`config.mk`:
```
export PLATFORM = sky130hd
export DESIGN_NAME = qp_mem_arbiter
export DESIGN_NICKNAME = d
export VERILOG_FILES = /design/src/rtl/qp_mem_arbiter.sv
export SDC_FILE = /design/constraint.sdc
export NUM_CORES = 1
export LEC_CHECK = 0
export ABC_AREA = 1
export ABC_CLOCK_PERIOD_IN_PS = 1900
export BUFFER_PORTS_ARGS = -buffer_cell sky130_fd_sc_hd__clkbuf_2
export CAP_MARGIN = 20
export CORE_AREA = 2 2 151 153
export DETAILED_ROUTE_END_ITERATION = 16
export DIE_AREA = 0 0 153 155
export SYNTH_ARGS = -nofsm -noshare
export SYNTH_HDL_FRONTEND = slang
export SYNTH_SLANG_ARGS = --single-unit
```
`constraint.sdc`:
```
create_clock -name wb_clk_i -period 1.9 [get_ports wb_clk_i]
set_input_delay 0.095 -clock wb_clk_i [delete_from_list [all_inputs] [get_ports wb_clk_i]]
set_output_delay 0.095 -clock wb_clk_i [all_outputs]
set_load 0.1 [all_outputs]
```
`src/rtl/qp_mem_arbiter.sv`:
```
// Query-patch SRAM arbiter between the kNN engine (E) and the Wishbone debug port (W).
// Define QP_ARB_RR_EN for round-robin; default is fixed priority E>W with W anti-starvation.
module qp_mem_arbiter #(
  parameter int DATA_WIDTH = 11,
  parameter int PATCH_SIZE = 5,
  parameter int ADDR_W     = 9,
  parameter int STARVE_MAX = 4
) (
  input  logic                             wb_clk_i,
  input  logic                             wb_rst_ni,
  input  logic                             wbs_mode,
  input  logic                             eng_req,
  input  logic                             eng_we,
  input  logic [ADDR_W-1:0]                eng_addr,
  input  logic [PATCH_SIZE*DATA_WIDTH-1:0] eng_wpatch,
  output logic                             eng_gnt,
  output logic                             eng_rvalid,
  output logic [PATCH_SIZE*DATA_WIDTH-1:0] eng_rpatch,
  input  logic                             wbs_req,
  input  logic                             wbs_we,
  input  logic [ADDR_W-1:0]                wbs_addr,
  input  logic [PATCH_SIZE*DATA_WIDTH-1:0] wbs_wpatch,
  output logic                             wbs_gnt,
  output logic                             wbs_rvalid,
  output logic [PATCH_SIZE*DATA_WIDTH-1:0] wbs_rpatch,
  output logic                             mem_csb0,
  output logic                             mem_web0,
  output logic [ADDR_W-1:0]                mem_addr0,
  output logic [PATCH_SIZE*DATA_WIDTH-1:0] mem_wpatch0,
  input  logic [PATCH_SIZE*DATA_WIDTH-1:0] mem_rpatch0,
  output logic [15:0]                      conflict_cnt
);

  localparam int PW = PATCH_SIZE * DATA_WIDTH;

  typedef enum logic {
    PORT_E = 1'b0,
    PORT_W = 1'b1
  } port_t;

  logic          wbsr;
  logic          gnt_e;
  logic          gnt_w;
  logic          e_rd_q;
  logic          w_rd_q;
  logic [ADDR_W-1:0] addr_q;
  logic [PW-1:0] wpatch_q;
  logic [15:0]   conflict_q;

`ifdef QP_ARB_RR_EN
  port_t last_q;
`else
  localparam int SW = (STARVE_MAX < 1) ? 1 : $clog2(STARVE_MAX + 1);
  logic [SW-1:0] starve_q;
`endif

  // Grants are suppressed while reset is held so nothing reaches the SRAM.
  always_comb begin
    wbsr  = wbs_req & wbs_mode;
    gnt_e = 1'b0;
    gnt_w = 1'b0;
    if (wb_rst_ni) begin
`ifdef QP_ARB_RR_EN
      if (eng_req && wbsr) begin
        if (last_q == PORT_E) gnt_w = 1'b1;
        else                  gnt_e = 1'b1;
      end else begin
        gnt_e = eng_req;
        gnt_w = wbsr;
      end
`else
      if (wbsr && (!eng_req || starve_q == SW'(STARVE_MAX))) gnt_w = 1'b1;
      else                                                    gnt_e = eng_req;
`endif
    end
  end

  always_comb begin
    mem_csb0    = 1'b1;
    mem_web0    = 1'b1;
    mem_addr0   = addr_q;
    mem_wpatch0 = wpatch_q;
    if (gnt_e) begin
      mem_csb0    = 1'b0;
      mem_web0    = ~eng_we;
      mem_addr0   = eng_addr;
      mem_wpatch0 = eng_wpatch;
    end else if (gnt_w) begin
      mem_csb0    = 1'b0;
      mem_web0    = ~wbs_we;
      mem_addr0   = wbs_addr;
      mem_wpatch0 = wbs_wpatch;
    end
  end

  assign eng_gnt      = gnt_e;
  assign wbs_gnt      = gnt_w;
  // Read data returned during a reset cycle is discarded.
  assign eng_rvalid   = e_rd_q & wb_rst_ni;
  assign wbs_rvalid   = w_rd_q & wb_rst_ni;
  assign eng_rpatch   = mem_rpatch0;
  assign wbs_rpatch   = mem_rpatch0;
  assign conflict_cnt = conflict_q;

  always_ff @(posedge wb_clk_i) begin
    if (!wb_rst_ni) begin
      e_rd_q     <= 1'b0;
      w_rd_q     <= 1'b0;
      addr_q     <= '0;
      wpatch_q   <= '0;
      conflict_q <= '0;
    end else begin
      e_rd_q <= gnt_e & ~eng_we;
      w_rd_q <= gnt_w & ~wbs_we;
      if (!mem_csb0) begin
        addr_q   <= mem_addr0;
        wpatch_q <= mem_wpatch0;
      end
      if (eng_req && wbsr && conflict_q != 16'hFFFF) conflict_q <= conflict_q + 16'd1;
    end
  end

`ifdef QP_ARB_RR_EN
  always_ff @(posedge wb_clk_i) begin
    if (!wb_rst_ni)  last_q <= PORT_E;
    else if (gnt_w)  last_q <= PORT_W;
    else if (gnt_e)  last_q <= PORT_E;
  end
`else
  // Counts consecutive cycles W is refused; any W grant or W withdrawal restarts it.
  always_ff @(posedge wb_clk_i) begin
    if (!wb_rst_ni) begin
      starve_q <= '0;
    end else if (wbsr && !gnt_w) begin
      if (starve_q != SW'(STARVE_MAX)) starve_q <= starve_q + SW'(1);
    end else begin
      starve_q <= '0;
    end
  end
`endif

endmodule

```
==> run_results.csv, run 1 <==
group,metric,value,unit
yosys,syn_area_per_cell,7.37,µm²
yosys,yosysUniqueCellTypes,25,
critical_path,worstSetupEndpointType,"output port",
grt,grt_overflow,0,
pwr,p_switching,2590,µW
critical_path,crit_fanout,13,
sta,tightest_slew,0.568,ns
sta,finalHoldViolCount,0,
grt,grt_first_pass_wirelength,26500,µm
pwr,irDropWorstVdd,0.000363,V
cells_and_area,fin_nets,1080,
sta,finalMaxSlewViolations,0,
critical_path,worst_ep_required_time,1.80,ns
grt,antenna_found_initial,1,
critical_path,worst_r2r_path_depth,9,
detailed_routing,ant_nets,0,
cts,clk_path_buf_depth,2,
floorplan,fp.dieW,153,µm
sta,slew_headroom,62.3,%
critical_path,crit_type,"register to output port",
floorplan,die_y,155,µm
cells_and_area,drive_above_1_share,48.4,%
yosys,syn-instance-count,725,
critical_path,start_kind,"register",
cts,cts_sinks,85,
status,violations,"setup timing",
placement,place_ws,0.0926,ns
detailed_routing,drc_errors,0,
yosys,syn_nets,918,
detailed_routing,firstDrtPassIters,4,
yosys,ys_seq_elements,85,
critical_path,reg2reg_from,"starve_q[0]",
detailed_routing,vias_per_cell,4.32,
cells_and_area,area_growth,67.7,%
pwr,leakagePower,0.00364,µW
grt,grt_pass1_vias,4811,
cells_and_area,layout_common_cells,"nand2_1, clkbuf_2, buf_12",
status,status,"finished with violations",
job,cap_violations,0,
yosys,synth_compound_area_share,15.3,%
sta,fmax,473,MHz
cts,htree_levels,3,
yosys,ys_seq_area_share,31.8,%
floorplan,pin_count,386,
detailed_routing,drtIter0Drc,129,
yosys,muxShareOfSynthArea,0,%
sta,whs,0.138,ns
grt,grt_use_total,14.2,%
pwr,combPwrFrac,42.6,%
yosys,synth_xor_area_share,1.31,%
floorplan,initial_core_util,24.0,%
sta,setup_viol,66,
sta,fin_crit_sh,111,%
floorplan,core,22200,µm²
detailed_routing,wirelength,19200,µm
pwr,cellPowerDensity,757,nW/µm²
yosys,syn_area,5340,µm²
placement,dpl.cell_count,1119,
cts,clk_pin_slew,0.06,ns
cells_and_area,regArea,1720,µm²
sta,rsz0062_at_grt,"yes",
cts,clockRootBuffer,"clkbuf_16",
yosys,synth_top_area_share,31.8,%
placement,portBuffers,220,
sta,fin_ws,-0.214,ns
cells_and_area,multi_input_area,3280,µm²
yosys,synth-simple-area-share,29.4,%
cells_and_area,final_cell_count_no_fill,1178,
worst_hold_path,hold_depth,2,
placement,gp_congestion,0.831,
placement,place_area,7840,µm²
worst_hold_path,min-delay-start,"wb_rst_ni",
pwr,internal_power,4190,µW
yosys,ys_warn_count,0,
floorplan,dieArea,23700,µm²
floorplan,rows,55,
pwr,power.share.clock,29.2,%
pwr,p_seq_share,28.3,%
sta,skew,0.00926,ns
cells_and_area,final_common_cell,"nand2_1",
yosys,synthTopCellsByArea,"dfxtp_1, buf_4, nand2_1, a31oi_2, and2_1",
placement,dp_hpwl,13500,µm
grt,grt_max_degree,58,
detailed_routing,avgRoutedWirePerCell,16.3,µm
critical_path,crit_start,"starve_q[0]",
pwr,sw_frac_of_total,38.2,%
yosys,synth_edf_count,0,
yosys,yosysTopAreaCell,"dfxtp_1",
detailed_routing,vias,5084,
yosys,ys_async_sr_fraction,0,%
yosys,synth_ff_type,"dfxtp_1",
worst_hold_path,min_path_type,"primary input to register",
critical_path,crit_arrival,2.02,ns
cells_and_area,fill_cells,2185,
yosys,synth_top_family_by_area,"simple AND/OR/NAND/NOR gates",
sta,layout_min_cycle_time,2.11,ns
cells_and_area,design_area,8960,µm²
yosys,synth_fa_ha_area_share,0.702,%
cts,insertion_delay,0.34,ns
cts,cts_tree,"yes",
cts,cts_buffers,9,
## power by group through the flow
stage | Combinational (µW) | Clock [µW] | Sequential, µW
after floorplan | 2810 | 0 | 1970
after global placement | 2720 | 0 | 1950
after detailed placement | 2730 | 0 | 1960
after CTS | 2760 | 2050 | 1920
after global routing | 2980 | 2120 | 1930
final | 2890 | 1980 | 1920
## kinds of logic after synthesis
| family | Yosys count |
|---|---|
| AOI/OAI and AO/OA | 83 |
| xor gates and xnor gates | 8 |
| adders and majority gates | 3 |
| buffers and inverters | 176 |
| DFF | 85 |
| and+or+nand+nor | 370 |
## metal layers
layer	share of wire, %	track usage [%]	wire (µm)
met5	0	0	0
met4	3.1	7.10	598
met3	5.9	4.18	1120
met2	50	24.6	9640
met1	41	16.0	7810
## worst max-delay path, cell delays in order (launching register included)
cell and delay, ns:
dfxtp_2 0.33, inv_2 0.07, ha_4 0.14, nand2_4 0.06, o21ai_4 0.22, buf_12 0.21, buf_16 0.15, nor2_1 0.07
a31oi_4 0.21, buf_12 0.21
## worst paths after layout
kind	to	slack, ns
worst max-delay path	mem_addr0[5]	-0.21
worst min-delay path	wpatch_q[20]	0.14
worst max register to register	wpatch_q[44]	0.15
worst min register to register	starve_q[0]	0.43
## repair_timing
action	in CTS	in global routing
hold buffers	2	0
cloned	1	9
buffers inserted	1	29
endpoints found under the hold margin	2	0
endpoints found under the setup margin	65	66
pin swaps	1	19
resized for setup	18	50
## sequential cells by signal, indices dropped and copies added, names as in the netlist
register      cells
addr_q            9
conflict_cnt     16
e_rd_q            1
starve_q          3
w_rd_q            1
wpatch_q         55
## synthesized netlist by cell type (3+ instances only)
| cell type | number |
|---|---|
| nand2_1 | 195 |
| buf_4 | 110 |
| nor2_1 | 97 |
| dfxtp_1 | 85 |
| and2_1 | 63 |
| a31oi_2 | 50 |
| inv_1 | 26 |
| buf_2 | 22 |
| a31oi_1 | 13 |
| a21oi_1 | 12 |
| clkbuf_1 | 10 |
| nand3_1 | 7 |
| buf_6 | 6 |
| xnor2_1 | 6 |
| o21ai_0 | 5 |
| nand4_1 | 4 |
| ha_1 | 3 |
## layout make-up
cell class              count  area share (%)
flip-flops and latches     85            19.2
multi-input cells         464            36.6
clock inverters             5           0.907
diodes                      1          0.0279
inverters                  28            1.35
well taps                 285            3.98
repair buffers            299            35.2
clock buffers              11            2.71
## through the flow
stage	util, %	TNS (ns)	total power, µW
2_1_floorplan	-	-14.27	4780
3_3_place_gp	35.3	0	4670
3_5_place_dp	35.3	0	4680
4_1_cts	37.3	-14.34	6730
5_1_grt	40.3	-17.28	7020
6_report	40.3	-12.01	6780
Power figures use the tool's default switching activity.
==> inputs of run 2 (changes only) <==
Settings changed: ABC_CLOCK_PERIOD_IN_PS 1900 to 1800, CORE_AREA 2 2 151 153 to 2 2 149 151, DIE_AREA 0 0 153 155 to 0 0 151 153.
Clock period 1.9 ns to 1.8 ns, I/O delays scaled along.
==> run 2 against run 1 <==
The run still ends with setup timing left. Critical path type unchanged. Critical path depth did not move. Critical endpoint is now mem_wpatch0[42]. Combinational power rose by 7%. Final cell count unchanged. Routed wire length decreased by 0.68%. Design area is 1.8% higher. Clock skew up 0.0060 ns. Via count up 0.85%. Register-to-register slack got worse by 0.23 ns. Power grew 5.4%. Sequential power grew 6%. Largest cell class unchanged. Worst setup slack got worse by 0.070 ns.
==> run_results.csv, run 2 (synthesis results as in run 1) <==
group,metric,value,unit
status,status,"finished with violations",
status,violations,"setup timing",
worst_hold_path,min_path_type,"primary input to register",
sta,fin_crit_sh,116,%
grt,grt_overflow,0,
grt,grt_first_pass_wirelength,28200,µm
cells_and_area,layout_common_cells,"nand2_1, clkbuf_2, buf_12",
cells_and_area,largest_register_ffs,55,
cts,clk_pin_slew,0.06,ns
placement,portBuffers,220,
detailed_routing,vias,5127,
floorplan,pin_count,386,
critical_path,crit_top_cell,"buf_12",
cells_and_area,fill_cells,2091,
critical_path,crit_type,"register to output port",
sta,finalHoldViolCount,0,
floorplan,core,21500,µm²
floorplan,rows,54,
critical_path,crit_fanout,9,
critical_path,crit_chain,"inv_2 > ha_4 > nand2_4 > o21ai_4 > buf_12 > buf_6 > nor2_1 > a31oi_4 > buf_12",
sta,slew_headroom,55.3,%
critical_path,worstSetupEndpointType,"output port",
detailed_routing,ant_nets,0,
job,cap_violations,0,
grt,antenna_found_initial,1,
floorplan,fp.dieW,151,µm
pwr,irDropWorstVdd,0.000393,V
cts,clk_path_buf_depth,2,
sta,finalMaxSlewViolations,0,
critical_path,worst_ep_required_time,1.71,ns
grt,grt_pass1_vias,5198,
sta,skew,0.0153,ns
detailed_routing,drc_errors,0,
sta,layout_min_cycle_time,2.08,ns
detailed_routing,avgRoutedWirePerCell,16.2,µm
pwr,cellPowerDensity,783,nW/µm²
placement,place_area,7920,µm²
cells_and_area,fin_nets,1085,
sta,setup_viol,67,
cts,insertion_delay,0.35,ns
cells_and_area,drive_above_1_share,52.3,%
floorplan,die_y,153,µm
cells_and_area,design_area,9120,µm²
detailed_routing,firstDrtPassIters,4,
cells_and_area,final_common_cell,"nand2_1",
sta,rsz0062_at_grt,"yes",
cells_and_area,regArea,1730,µm²
critical_path,critical-path-max-stage-delay,0.32,ns
detailed_routing,drtIter0Drc,180,
cells_and_area,regMostFlops,"wpatch_q",
cts,clockRootBuffer,"clkbuf_16",
cts,cts_tree,"yes",
placement,dp_hpwl,13600,µm
detailed_routing,wirelength,19000,µm
pwr,power.total,7150,µW
sta,fmax,480,MHz
cts,cts_sinks,85,
grt,grt_max_degree,69,
floorplan,dieArea,23100,µm²
grt,grt_use_total,16.0,%
cells_and_area,area_growth,70.7,%
placement,gp_congestion,0.816,
critical_path,critPathSlowestCell,"dfxtp_2",
sta,tightest_slew,0.671,ns
critical_path,crit_arrival,1.99,ns
floorplan,initial_core_util,24.9,%
sta,fin_ws,-0.284,ns
cts,htree_levels,3,
cells_and_area,multi_input_area,3380,µm²
pwr,leakagePower,0.00369,µW
critical_path,start_kind,"register",
detailed_routing,vias_per_cell,4.35,
cts,cts_buffers,9,
run 2: worst max-delay path: cells and delay by family, from the launching register on:
family	cells	cell delay, ns
AOI/OAI and AO/OA	2	0.44
adders and majority gates	1	0.13
buffers and inverters	4	0.62
DFF	1	0.32
and+or+nand+nor	2	0.12
run 2: final timing paths:
path,depth (start not counted),slack (ns),startpoint,endpoint
hold reg to reg,2,0.49,conflict_cnt[14],conflict_cnt[14]
setup / recovery,9,-0.28,starve_q[1],mem_wpatch0[42]
hold / removal,5,0.15,wbs_wpatch[19],wpatch_q[19]
setup reg to reg,11,-0.08,starve_q[1],addr_q[6]
run 2: repair_timing:
| item | CTS | global route |
|---|---|---|
| hold endpoints to repair | 2 | 0 |
| hold buffers | 2 | 0 |
| pin swaps | 14 | 9 |
| setup buffers | 31 | 8 |
| gates resized for setup | 61 | 46 |
| setup endpoints to repair | 66 | 73 |
| gates cloned | 4 | 4 |
run 2: where the power goes:
group          switching [µW]  internal (µW)  total, µW  leakage (µW)
clock network             810           1220       2030      0.000156
registers                41.9           1990       2030      0.000708
logic                    1890           1200       3090       0.00283
total                    2740           4410       7150       0.00369
run 2: layout make-up:
class | count | area share (%)
well taps | 280 | 3.84
flip-flops and latches | 85 | 19.0
clock inverters | 6 | 0.960
diodes | 1 | 0.0274
repair buffers | 304 | 35.4
inverters | 28 | 1.33
clock buffers | 10 | 2.51
multi-input cells | 464 | 37.0
run 2: stage by stage:
step	util, %	cells	TNS, ns	hold WS (ns)	setup WS [ns]
6_report	42.5	1178	-15.83	0.148	-0.284
5_1_grt	42.4	1177	-22.74	0.174	-0.379
4_1_cts	41.0	1165	-17.59	0.141	-0.294
3_5_place_dp	36.9	1114	0	0.181	0.00748
3_3_place_gp	36.9	1114	0	0.181	0.0391
2_1_floorplan	-	725	-21.05	0.162	-0.825
run 2: per-layer routing:
layer  vias up  part of all wire (%)  wire, µm  track usage, %
met1      2380                    39      7500            18.1
met4         0                   4.3       824            8.28
met3        66                   6.0      1140            3.82
met2       163                    50      9570            27.7
met5         -                     0         0               0
li1       2518                     -         -               -
